### config.mk
export PLATFORM = sky130hd
export DESIGN_NAME = fp_compare_pipe_flat
export DESIGN_NICKNAME = d
export VERILOG_FILES = /design/src/rtl/fp_pkg.sv /design/src/rtl/fp_compare_pipe_if.sv /design/src/rtl/fp_classify.sv /design/src/rtl/fp_compare_pipe.sv /design/src/flat_wrapper.sv
export SDC_FILE = /design/constraint.sdc
export NUM_CORES = 1
export LEC_CHECK = 0
export BUFFER_PORTS_ARGS = -buffer_cell sky130_fd_sc_hd__buf_4
export CAP_MARGIN = 5
export CELL_PAD_IN_SITES_DETAIL_PLACEMENT = 1
export CELL_PAD_IN_SITES_GLOBAL_PLACEMENT = 2
export CORE_MARGIN = 4
export CORE_UTILIZATION = 32
export CTS_CLUSTER_SIZE = 30
export DETAILED_ROUTE_END_ITERATION = 10
export GPL_ROUTABILITY_DRIVEN = 0
export MAX_ROUTING_LAYER = met4
export PLACE_DENSITY = 0.79
export RECOVER_POWER = 100
export SLEW_MARGIN = 5
export SYNTH_ARGS = -nofsm -noshare
export SYNTH_HDL_FRONTEND = slang
export SYNTH_SLANG_ARGS = --single-unit
### constraint.sdc
create_clock -name clk -period 2.8 [get_ports clk]
set_input_delay 0.14 -clock clk [delete_from_list [all_inputs] [get_ports clk]]
set_output_delay 0.14 -clock clk [all_outputs]
set_load 0.02 [all_outputs]
### src/rtl/fp_pkg.sv
// Shared definitions for the FP compare pipeline: op encodings, per-width field sizes,
// canonical NaNs and the operand class record.
package fp_pkg;

    localparam logic [2:0] FP_OP_FMIN = 3'd0;
    localparam logic [2:0] FP_OP_FMAX = 3'd1;
    localparam logic [2:0] FP_OP_FEQ  = 3'd2;
    localparam logic [2:0] FP_OP_FLT  = 3'd3;
    localparam logic [2:0] FP_OP_FLE  = 3'd4;

    localparam int unsigned EXP_W_32 = 8;
    localparam int unsigned MAN_W_32 = 23;
    localparam int unsigned EXP_W_64 = 11;
    localparam int unsigned MAN_W_64 = 52;

    localparam logic [31:0] CANON_NAN_32 = 32'h7FC0_0000;
    localparam logic [63:0] CANON_NAN_64 = 64'h7FF8_0000_0000_0000;

    typedef struct packed {
        logic is_nan;
        logic is_snan;
        logic is_zero;
        logic sign;
    } fp_class_t;

endpackage

### src/rtl/fp_compare_pipe_if.sv
// Request/response bundle of the FP compare unit: valid/ready in, valid/ready out.
interface fp_compare_pipe_if #(
    parameter int unsigned BUS_WIDTH = 64,
    parameter int unsigned TAG_WIDTH = 5
);
    logic                 in_valid;
    logic                 in_ready;
    logic [2:0]           in_op;
    logic [BUS_WIDTH-1:0] in_a;
    logic [BUS_WIDTH-1:0] in_b;
    logic [TAG_WIDTH-1:0] in_tag;
    logic                 out_valid;
    logic                 out_ready;
    logic [BUS_WIDTH-1:0] out_result;
    logic                 out_nv;
    logic [TAG_WIDTH-1:0] out_tag;

    modport master (
        output in_valid, in_op, in_a, in_b, in_tag, out_ready,
        input  in_ready, out_valid, out_result, out_nv, out_tag
    );

    modport slave (
        input  in_valid, in_op, in_a, in_b, in_tag, out_ready,
        output in_ready, out_valid, out_result, out_nv, out_tag
    );
endinterface

### src/rtl/fp_classify.sv
// Combinational operand classifier: NaN / signalling NaN / zero / sign for one operand.
module fp_classify
    import fp_pkg::*;
#(
    parameter int unsigned BUS_WIDTH = 64
) (
    input  logic [BUS_WIDTH-1:0] operand,
    output fp_class_t            cls
);
    localparam int unsigned EXP_W = (BUS_WIDTH == 32) ? EXP_W_32 : EXP_W_64;
    localparam int unsigned MAN_W = (BUS_WIDTH == 32) ? MAN_W_32 : MAN_W_64;

    logic [EXP_W-1:0] exp_f;
    logic [MAN_W-1:0] man_f;

    assign exp_f = operand[BUS_WIDTH-2 -: EXP_W];
    assign man_f = operand[MAN_W-1:0];

    always_comb begin
        cls.sign    = operand[BUS_WIDTH-1];
        cls.is_nan  = (&exp_f) & (|man_f);
        // Quiet bit is the mantissa MSB; clear means signalling.
        cls.is_snan = cls.is_nan & ~man_f[MAN_W-1];
        cls.is_zero = ~|operand[BUS_WIDTH-2:0];
    end
endmodule

### src/rtl/fp_compare_pipe.sv
// Two-stage FMIN/FMAX/FEQ/FLT/FLE unit with NV flag and tag passthrough.
// S1 registers operand classes and raw magnitude compares; S2 registers the selected result.
module fp_compare_pipe
    import fp_pkg::*;
#(
    parameter int unsigned BUS_WIDTH = 64,
    parameter int unsigned TAG_WIDTH = 5
) (
    input logic               clk,
    input logic               rst,
    fp_compare_pipe_if.slave  bus
);
    localparam logic [BUS_WIDTH-1:0] CANON_NAN =
        (BUS_WIDTH == 32) ? BUS_WIDTH'(CANON_NAN_32) : BUS_WIDTH'(CANON_NAN_64);

    logic adv1, adv2;
    fp_class_t cls_a, cls_b;

    logic                 s1_valid_q;
    logic [2:0]           s1_op_q;
    logic [TAG_WIDTH-1:0] s1_tag_q;
    fp_class_t            s1_cls_a_q, s1_cls_b_q;
    logic                 s1_mag_lt_q, s1_mag_eq_q;
    logic [BUS_WIDTH-1:0] s1_a_q, s1_b_q;

    logic                 out_valid_q;
    logic [BUS_WIDTH-1:0] out_result_q;
    logic                 out_nv_q;
    logic [TAG_WIDTH-1:0] out_tag_q;

    logic [BUS_WIDTH-1:0] result_d;
    logic                 nv_d;
    logic any_nan, any_snan, both_zero, bits_eq, a_lt, b_lt, num_lt, num_eq;

    fp_classify #(.BUS_WIDTH(BUS_WIDTH)) u_cls_a (.operand(bus.in_a), .cls(cls_a));
    fp_classify #(.BUS_WIDTH(BUS_WIDTH)) u_cls_b (.operand(bus.in_b), .cls(cls_b));

    assign adv2          = ~out_valid_q | bus.out_ready;
    assign adv1          = ~s1_valid_q | adv2;
    assign bus.in_ready  = adv1;
    assign bus.out_valid = out_valid_q;
    assign bus.out_result = out_result_q;
    assign bus.out_nv    = out_nv_q;
    assign bus.out_tag   = out_tag_q;

    always_comb begin
        any_nan   = s1_cls_a_q.is_nan | s1_cls_b_q.is_nan;
        any_snan  = s1_cls_a_q.is_snan | s1_cls_b_q.is_snan;
        both_zero = s1_cls_a_q.is_zero & s1_cls_b_q.is_zero;
        bits_eq   = (s1_cls_a_q.sign == s1_cls_b_q.sign) & s1_mag_eq_q;
        // Total sign/magnitude order, so -0 sorts below +0.
        if (s1_cls_a_q.sign != s1_cls_b_q.sign) begin
            a_lt = s1_cls_a_q.sign;
        end else if (s1_cls_a_q.sign) begin
            a_lt = ~s1_mag_lt_q & ~s1_mag_eq_q;
        end else begin
            a_lt = s1_mag_lt_q;
        end
        b_lt   = ~a_lt & ~bits_eq;
        num_eq = bits_eq | both_zero;
        num_lt = a_lt & ~both_zero;

        result_d = '0;
        nv_d     = 1'b0;
        case (s1_op_q)
            FP_OP_FMIN, FP_OP_FMAX: begin
                nv_d = any_snan;
                if (s1_cls_a_q.is_nan & s1_cls_b_q.is_nan) begin
                    result_d = CANON_NAN;
                end else if (s1_cls_a_q.is_nan) begin
                    result_d = s1_b_q;
                end else if (s1_cls_b_q.is_nan) begin
                    result_d = s1_a_q;
                end else if (s1_op_q == FP_OP_FMIN) begin
                    result_d = b_lt ? s1_b_q : s1_a_q;
                end else begin
                    result_d = a_lt ? s1_b_q : s1_a_q;
                end
            end
            FP_OP_FEQ: begin
                nv_d        = any_snan;
                result_d[0] = ~any_nan & num_eq;
            end
            FP_OP_FLT: begin
                nv_d        = any_nan;
                result_d[0] = ~any_nan & num_lt;
            end
            FP_OP_FLE: begin
                nv_d        = any_nan;
                result_d[0] = ~any_nan & (num_lt | num_eq);
            end
            default: ;
        endcase
    end

    always_ff @(posedge clk) begin
        if (rst) begin
            s1_valid_q   <= 1'b0;
            s1_op_q      <= '0;
            s1_tag_q     <= '0;
            s1_cls_a_q   <= '0;
            s1_cls_b_q   <= '0;
            s1_mag_lt_q  <= 1'b0;
            s1_mag_eq_q  <= 1'b0;
            s1_a_q       <= '0;
            s1_b_q       <= '0;
            out_valid_q  <= 1'b0;
            out_result_q <= '0;
            out_nv_q     <= 1'b0;
            out_tag_q    <= '0;
        end else begin
            if (adv1) begin
                s1_valid_q <= bus.in_valid;
                if (bus.in_valid) begin
                    s1_op_q     <= bus.in_op;
                    s1_tag_q    <= bus.in_tag;
                    s1_cls_a_q  <= cls_a;
                    s1_cls_b_q  <= cls_b;
                    s1_mag_lt_q <= bus.in_a[BUS_WIDTH-2:0] < bus.in_b[BUS_WIDTH-2:0];
                    s1_mag_eq_q <= bus.in_a[BUS_WIDTH-2:0] == bus.in_b[BUS_WIDTH-2:0];
                    s1_a_q      <= bus.in_a;
                    s1_b_q      <= bus.in_b;
                end
            end
            if (adv2) begin
                out_valid_q <= s1_valid_q;
                if (s1_valid_q) begin
                    out_result_q <= result_d;
                    out_nv_q     <= nv_d;
                    out_tag_q    <= s1_tag_q;
                end
            end
        end
    end
endmodule

### src/flat_wrapper.sv
// flat-port wrapper written by rule: the top's interface ports become plain ports
module fp_compare_pipe_flat import fp_pkg::*;
#(
    parameter int unsigned BUS_WIDTH = 64,
    parameter int unsigned TAG_WIDTH = 5
)
  (clk, rst, bus_in_valid, bus_in_op, bus_in_a, bus_in_b, bus_in_tag, bus_out_ready, bus_in_ready, bus_out_valid, bus_out_result, bus_out_nv, bus_out_tag);
  fp_compare_pipe_if #(.BUS_WIDTH(BUS_WIDTH), .TAG_WIDTH(TAG_WIDTH)) bus_i ();
  input logic clk;
  input logic rst;
  input wire logic [$bits(bus_i.in_valid)-1:0] bus_in_valid;
  input wire logic [$bits(bus_i.in_op)-1:0] bus_in_op;
  input wire logic [$bits(bus_i.in_a)-1:0] bus_in_a;
  input wire logic [$bits(bus_i.in_b)-1:0] bus_in_b;
  input wire logic [$bits(bus_i.in_tag)-1:0] bus_in_tag;
  input wire logic [$bits(bus_i.out_ready)-1:0] bus_out_ready;
  output wire logic [$bits(bus_i.in_ready)-1:0] bus_in_ready;
  output wire logic [$bits(bus_i.out_valid)-1:0] bus_out_valid;
  output wire logic [$bits(bus_i.out_result)-1:0] bus_out_result;
  output wire logic [$bits(bus_i.out_nv)-1:0] bus_out_nv;
  output wire logic [$bits(bus_i.out_tag)-1:0] bus_out_tag;
  assign bus_i.in_valid = bus_in_valid;
  assign bus_i.in_op = bus_in_op;
  assign bus_i.in_a = bus_in_a;
  assign bus_i.in_b = bus_in_b;
  assign bus_i.in_tag = bus_in_tag;
  assign bus_i.out_ready = bus_out_ready;
  assign bus_in_ready = bus_i.in_ready;
  assign bus_out_valid = bus_i.out_valid;
  assign bus_out_result = bus_i.out_result;
  assign bus_out_nv = bus_i.out_nv;
  assign bus_out_tag = bus_i.out_tag;
  fp_compare_pipe #(.BUS_WIDTH(BUS_WIDTH), .TAG_WIDTH(TAG_WIDTH)) u_core (.clk(clk), .rst(rst), .bus(bus_i));
endmodule
==> results.md, run 1 <==
Cells and area:
- The final instance area is 0.0141 sq mm.
- The total number of nets in the final design is 1818.
- The footprint of the flip-flops and latches is 0.00432 sq mm.
- Measured on the finished design, the core utilization comes to 0.446.
- The share of post-route cells with drive strength above 1 is 0.127.
- In the final layout, the multi-input gates occupy 0.00522 sq mm.
- Leaving out fill and tap cells, the most frequent cells in the layout are nand2_1, dfxtp_1, a21oi_1.
- The most frequent standard cell in the layout excluding fill and tap cells is nand2_1.
- Relative to the synthesized area, the layout overhead comes to 37.7%.
- After filler insertion, the fill cell instance count of the layout stands at 3838.

Power:
- The static power due to leakage is 5.89 nW.
- The total design power is 8.01 mW.
- The largest vdd supply drop is 0.000389 V.
- Power spread over the standard cell area amounts to 570 mW/mm^2.

Yosys:
- Counting every net in the synthesized netlist gives 1498.
- Sorting the synthesized cells by area gives the leading types as dfxtp_1, nand2_1, a21oi_1, ha_1, mux2i_1.
- The share of synthesized area in the top cell type comes to 0.423.
- The sequential element share of the synthesized area is 0.423.
- The number of distinct library cells after synthesis is 54.
- The total of flip-flops plus latches after synthesis is 216.
- The average cell area after synthesis is 7.90 sq um.
- The post-synthesis instance total is 1293.
- Summing every instance area after synthesis gives 0.0102 sq mm.
- Of all flip-flops after synthesis, the portion carrying an async set or reset was 0.
- The number of synthesized flops with an enable pin is 0.
- The most frequently used flop master after synthesis is dfxtp_1.
- The yosys synthesis warning count is 0.
- The cell taking the most area after synthesis is dfxtp_1.

GRT:
- The initial antenna violation count is 3.
- In the global route stage, overall resource usage came out at 0.222.
- The via count of the first global-routing pass is 11100.
- The wire length of the first global-routing pass is 61.6 mm.
- The total grt overflow is 0.
- The maximum number of pins on one net before global-route repair is 147.

Setup path:
- The worst setup path is launched from a flip-flop.
- Across all register-to-register paths, the minimum setup slack is 210 ps.
- Data on the critical path arrives at its endpoint at 3000 ps.
- Measured in cells, the most critical reg-to-reg path has a length of 9.
- The worst setup path is captured at a flip-flop.
- Data on the critical path is required at its endpoint by 3210 ps.
- The startpoint of the worst-slack reg-to-reg timing path is u_core.s1_a_q[63].
- The endpoint of the worst register-to-register path is u_core.bus.out_result[55].
- The setup path with the least slack is of type flip-flop to flip-flop.
- The maximum net fanout on the critical path is 12.

Status:
- The flow ran to the end, and the final reports show no timing, DRC or antenna violations.

Flow run:
- Across the run, the number of max-cap violations was 0.

Clocking:
- The number of H-tree levels is 1.
- The number of sinks driven by the clock tree is 216.
- The TritonCTS clock tree is built.
- The maximum clock path buffer count is 3.
- The cell at the root of the clock tree is clkbuf_16.
- The number of gates resized after CTS is 0.
- Buffers inserted during clock tree synthesis total 26.
- Clock-pin slew was measured on the worst setup and hold paths at 60 ps.
- The later pin in the worst-skew pair is clocked with a latency of 520 ps.

Routing:
- The total wire length is 38.4 mm.
- The routed layout has 10300 vias.
- After detailed routing, the number of remaining DRC violations is 0.
- Using the TritonRoute via totals, the vias-per-cell ratio works out to 5.05.
- In this run the remaining antenna-violating nets after routing total 0.
- For this block, the initial DRC count from the detailed router was 425.
- After detailed routing, the average wire length per cell comes to 18.8 um.
- The detailed-routing iteration count for the pre-antenna-repair pass is 5.

Worst hold path:
- The source of the worst hold timing path is rst.
- The worst hold path belongs to the class input pin to flip-flop.
- The number of cells traversed by the worst hold path is 2.
- The worst hold path terminates at u_core.s1_valid_q.

Timing:
- After routing, the total negative slack on setup checks comes to 0 ps.
- The actual slew at the worst max-slew pin is 745 ps.
- Measured against its own limit, the worst slew margin works out to 0.504.
- The number of max-slew violations in the final report is 0.
- Setup violations remaining at the end of the flow were counted as 0.
- Setup repair after global routing left no endpoint under its margin.
- The fmax is 0.386 GHz.
- The clock period minus worst slack is 2590 ps.
- The setup clock skew after layout is 12.2 ps.
- The final-report hold violation count is 0.
- In the finished design, the share of the clock period the worst path needs comes to 0.926.

Floorplanning:
- For this configuration, the core starts out at a cell density of 0.324.
- The core area is 0.0316 sq mm.
- The number of top-level design ports is 212.
- The die span in x is 187 um.
- The floorplan step defined a die boundary enclosing 0.0348 sq mm.
- The die height is 187 um.
- The placement row count is 65.

Place:
- In this run the tool buffered the top-level ports with 211 buffer cells.
- The instance area at placement is 0.0121 sq mm.
- The final HPWL from detailed placement is 26.0 mm.
-- sequential cells by signal, summed over array words and instances (netlist names) --
register / flops
u_core.bus.out_nv: 1
u_core.s1_tag_q: 5
u_core.s1_cls_b_q: 3
u_core.s1_mag_lt_q: 1
u_core.s1_a_q: 64
u_core.bus.out_result: 64
u_core.s1_mag_eq_q: 1
u_core.s1_valid_q: 1
u_core.s1_op_q: 3
u_core.s1_cls_a_q: 3
u_core.bus.out_tag: 5
u_core.bus.out_valid: 1
u_core.s1_b_q: 64
-- cell families after synthesis --
family	synth area share
AOI/OAI and AO/OA	0.154
xor gates and xnor gates	0.000857
adders and majority gates	0.0796
buffers and inverters	0.0671
DFF	0.423
muxes	0.0601
and+or+nand+nor	0.215
-- cell usage after synthesis, types with 3 or more instances --
cell       number
nand2_1       374
dfxtp_1       216
a21oi_1       167
inv_1          72
ha_1           65
mux2i_1        60
clkbuf_1       59
nor2_1         54
o21ai_1        49
nor4_1         35
nand4_1        20
o21ai_0        15
nor3_1         12
a32o_1         11
nand3_1        10
buf_8           5
nor2b_1         5
o211ai_1        5
a211oi_1        4
a31oi_1         4
clkbuf_8        4
a2111oi_0       3
a21o_1          3
and3_1          3
o31ai_1         3
-- timing repair --
item,CTS,global route
hold buffers,139,0
endpoints found under the setup margin,0,0
setup buffers,0,0
hold endpoints to repair,142,0
-- report_power, final --
part / switching [mW] / internal [mW] / leakage [nW] / total (mW)
combinational: 0.732 / 0.587 / 3.69 / 1.32
sequential: 0.0853 / 3.22 / 1.77 / 3.30
clock: 1.34 / 2.06 / 0.429 / 3.39
total: 2.15 / 5.86 / 5.89 / 8.01
-- how the worst max path moves through the flow --
stage	start	to	slack, ps	cells past startpoint
3_5_place_dp	u_core.s1_a_q[63]	u_core.bus.out_result[55]	260	9
6_report	u_core.s1_a_q[63]	u_core.bus.out_result[55]	210	9
4_1_cts	u_core.s1_a_q[63]	u_core.bus.out_result[55]	230	9
2_1_floorplan	u_core.s1_a_q[63]	u_core.bus.out_result[57]	510	10
5_1_grt	u_core.s1_a_q[63]	u_core.bus.out_result[57]	60	9
3_3_place_gp	u_core.s1_a_q[63]	u_core.bus.out_result[56]	360	9
-- metrics by stage --
stage / hold WS (ps) / setup WS (ps) / cells
after floorplan: 257 / 508 / 1293
after global placement: 393 / 358 / 1848
after detailed placement: 399 / 258 / 1848
after CTS: 58.1 / 228 / 2034
after global routing: 82.3 / 61.0 / 2037
final: 81.9 / 209 / 2037
-- layout make-up --
class	count	share of cell area
multi-input combinational	930	0.371
sequential	216	0.307
timing repair buffer	367	0.204
clock buffer	39	0.0569
tap	402	0.0358
inverter	72	0.0192
clock inverter	8	0.00498
antenna	3	0.000534
-- critical path: stages, from the launching register on --
cell and delay (ps):
dfxtp_1 450, inv_1 70, ha_1 330, o21bai_1 200, a22oi_2 250, mux2i_2 340
and2_1 170, clkbuf_4 290, mux2i_1 120, a32o_1 260
-- routing by layer --
metal | share of wire | global-route usage | wire [um]
met3 | 0.037 | 0.0344 | 1410
met1 | 0.45 | 0.273 | 17200
met2 | 0.49 | 0.378 | 18700
met5 | 0 | - | 0
met4 | 0.027 | 0.0657 | 1040
Note: power is estimated with default switching activity, not from simulation.
==> inputs of run 2 (changes only) <==
GPL_TIMING_DRIVEN = 0   (was default)
==> run 2 against run 1 <==
Routed wire length increased by 7.2%; combinational power up 8%; global-route usage grew 1.5 points; clock skew is 4.5 ps higher; clock power is 6.2% higher; critical endpoint is now u_core.bus.out_result[26]; largest power group unchanged.
==> results.md, run 2 (synthesis results as in run 1) <==
Timing:
- The final-report hold violation count is 0.
- The number of setup violations in the final report is 0.
- The fmax is 0.383 GHz.
- The number of max-slew violations in the final report is 0.
- The actual slew at the worst max-slew pin is 826 ps.
- The worst path needs 2610 ps of the cycle, external delays included.
- Setup repair after global routing left no endpoint under its margin.
- The setup clock skew after layout is 16.7 ps.
- The worst-case hold slack is 410 ps.
- The worst pin sits at a relative slew slack of 0.449.
- In the finished design, the share of the clock period the worst path needs comes to 0.933.

Clocking:
- The number of H-tree levels is 1.
- CTS placed an instance of clkbuf_16 at the clock tree root.
- Counting every sink on the clock net gives 216.
- The clock insertion delay at the later pin of the skew report is 530 ps.
- The TritonCTS clock tree is built.
- No sink is reached through more buffers than the 3 on the longest clock path.
- After clock tree synthesis, the clock-pin slew on the worst setup and hold paths is 60 ps.
- Buffers inserted during clock tree synthesis total 26.

Cells and area:
- Measured on the finished design, the core utilization comes to 0.456.
- Compared with the post-synthesis result, the final layout area differs by 40.9%.
- For this run, the number of standard cells in the final layout without fillers is 2095.
- The final layout contains 1880 nets.
- Of the cells placed in the final design, the portion with a size suffix greater than 1 is 0.122.
- The number of inserted filler cells in the final layout is 3886.
- The final instance area is 0.0144 sq mm.
- The library cell used most frequently in the layout, excluding fill and tap cells, is nand2_1.
- In the layout the commonest cells are nand2_1, dfxtp_1, a21oi_1.

Setup path:
- The critical path data arrival time is 3000 ps.
- The worst register-to-register path ends at u_core.bus.out_result[26].
- In this run the critical register-to-register path is launched from u_core.s1_a_q[63].
- The worst register-to-register path has a setup slack of 190 ps.
- The count of cells along the worst register-to-register path is 10.
- The maximum net fanout on the critical path is 10.
- STA classifies the critical path startpoint as a flip-flop.
- At the worst endpoint, the required time is 3190 ps.
- The critical path is of the flip-flop to flip-flop type.
- The critical path endpoint category is a flip-flop.

GRT:
- met2 is the most crowded layer.
- Entering global routing, the biggest net connects 13 pins.
- The routing usage on met2 is 0.397.
- Across every metal layer, demand over resource in global routing totals 0.237.
- The first global-routing pass estimated 64.8 mm of wire.
- The initial antenna violation count was 1.
- The via count of the first global-routing pass came to 11300.
- Global routing finished with a remaining overflow of 0.
- For met3 alone, demand over resource in global routing was 0.0335.
- The met1 capacity usage during global routing is 0.302.

Status:
- The run finished with clean final reports.

Power:
- The sequential cell fraction of total power is 0.396.
- For this design the ratio of total power to cell area is 579 mW/mm^2.
- In this run the power spent charging and discharging nets is 2.24 mW.
- Of the total power, the clock network draws 0.432.
- The internal power contribution is 6.09 mW.
- Of the total power, the share spent switching nets is 0.269.
- The completed layout was analyzed and its total power is 8.33 mW.
- In this run the static leakage power is 6.02 nW.
- The fraction of power consumed by combinational cells is 0.172.
- IR analysis of the VDD net gives a maximum drop of 0.000361 V.

Routing:
- In the routed design, unresolved DRC markers number 0.
- The remaining number of nets flagged by the antenna check after routing is 0.
- The first detailed-routing pass took 5 iterations.
- The detailed router placed 10500 vias in this run.
- The per-cell routed wire length is 19.6 um.
- The total wire length is 41.1 mm.
- The starting DRC count in detailed routing is 421.
- The per-cell via count in the routed design is 5.02.

Worst hold path:
- The source of the worst hold timing path is bus_in_a[63].
- The path type of the worst min-delay path is input pin to flip-flop.
- The endpoint with the worst hold slack is u_core.s1_a_q[63].
- The worst hold path passes through 4 cells.

Floorplanning:
- The effective utilization at floorplan is 0.324.
- In this run the horizontal extent of the chip is 187 um.
- 212 I/O pins were placed.
- The die area is 0.0348 sq mm.
- After floorplanning, the core was divided into 65 placement rows.
- The die height is 187 um.
- The core region is 0.0316 sq mm.

Place:
- During placement, the flow inserted port buffers numbering 210.
- The final HPWL from detailed placement is 29.9 mm.
- The instance area at placement is 0.0123 sq mm.
- The post-placement cell count is 1905.

Flow run:
- Across the run, the number of max-cap violations was 0.
run 2: cell types whose count changed in the layout (fill, tap and decap cells not counted), sizes merged:
cell / before / now
buf: 151 / 150
bufinv: 1 / 3
clkbuf: 116 / 176
clkinv: 5 / 3
dlygate4sd3: 139 / 138
diode: 3 / 1
dlygate4sd1: 0 / 2
run 2: power groups by stage:
stage | registers (mW) | logic (mW) | clock network, mW
after floorplan | 3.38 | 0.684 | 0
after global placement | 3.36 | 1.26 | 0
after detailed placement | 3.37 | 1.27 | 0
after CTS | 3.30 | 1.44 | 3.68
after global routing | 3.32 | 1.57 | 3.80
final | 3.30 | 1.43 | 3.60
run 2: area by class of cell:
| class | count | area [sq um] | share of cell area |
|---|---|---|---|
| Antenna cell | 1 | 2.50 | 0.000174 |
| Buffer | 75 | 407 | 0.0283 |
| Clock buffer | 37 | 793 | 0.0551 |
| Clock inverter | 8 | 120 | 0.00835 |
| Inverter | 72 | 270 | 0.0188 |
| Multi-Input combinational cell | 930 | 5210 | 0.362 |
| Sequential cell | 216 | 4320 | 0.300 |
| Tap cell | 402 | 503 | 0.0349 |
| Timing Repair Buffer | 354 | 2770 | 0.192 |
run 2: layer usage:
layer  part of all wire  wire, um
met1               0.45     18600
met2               0.48     19700
met3              0.044      1790
met4              0.026      1070
met5                  0         0
run 2: worst max-delay path by stage:
stage	from	to	slack [ps]	depth (start not counted)
global placement	u_core.bus.out_valid	u_core.bus.out_result[40]	-120	7
finish	u_core.s1_a_q[63]	u_core.bus.out_result[26]	190	10
CTS	u_core.s1_a_q[63]	u_core.bus.out_result[26]	7	9
floorplan	u_core.s1_a_q[63]	u_core.bus.out_result[57]	510	10
global route	u_core.s1_a_q[63]	u_core.bus.out_result[46]	40	10
detailed placement	u_core.bus.out_valid	u_core.bus.out_result[35]	-130	7
run 2: what timing repair did:
item                       in CTS  in global routing
setup endpoints to repair      44                122
pin swaps                       0                  2
hold buffers                  138                  0
resized for setup               1                  4
hold endpoints to repair      141                  0
buffers inserted                0                  6
run 2: stage by stage:
step,setup slack (ps),setup TNS [ps]
after floorplan,508,0
after global placement,-119,-2940
after detailed placement,-133,-2290
after CTS,7.18,0
after global routing,35.5,0
final,187,0
run 2: critical path, stage by stage, from the launching register on:
cell,delay (ps)
dfxtp_1,430
inv_1,70
ha_1,330
o21bai_1,190
a22oi_2,250
mux2i_2,350
a21oi_4,110
buf_12,150
buf_6,150
mux2i_1,320
o21ai_1,110
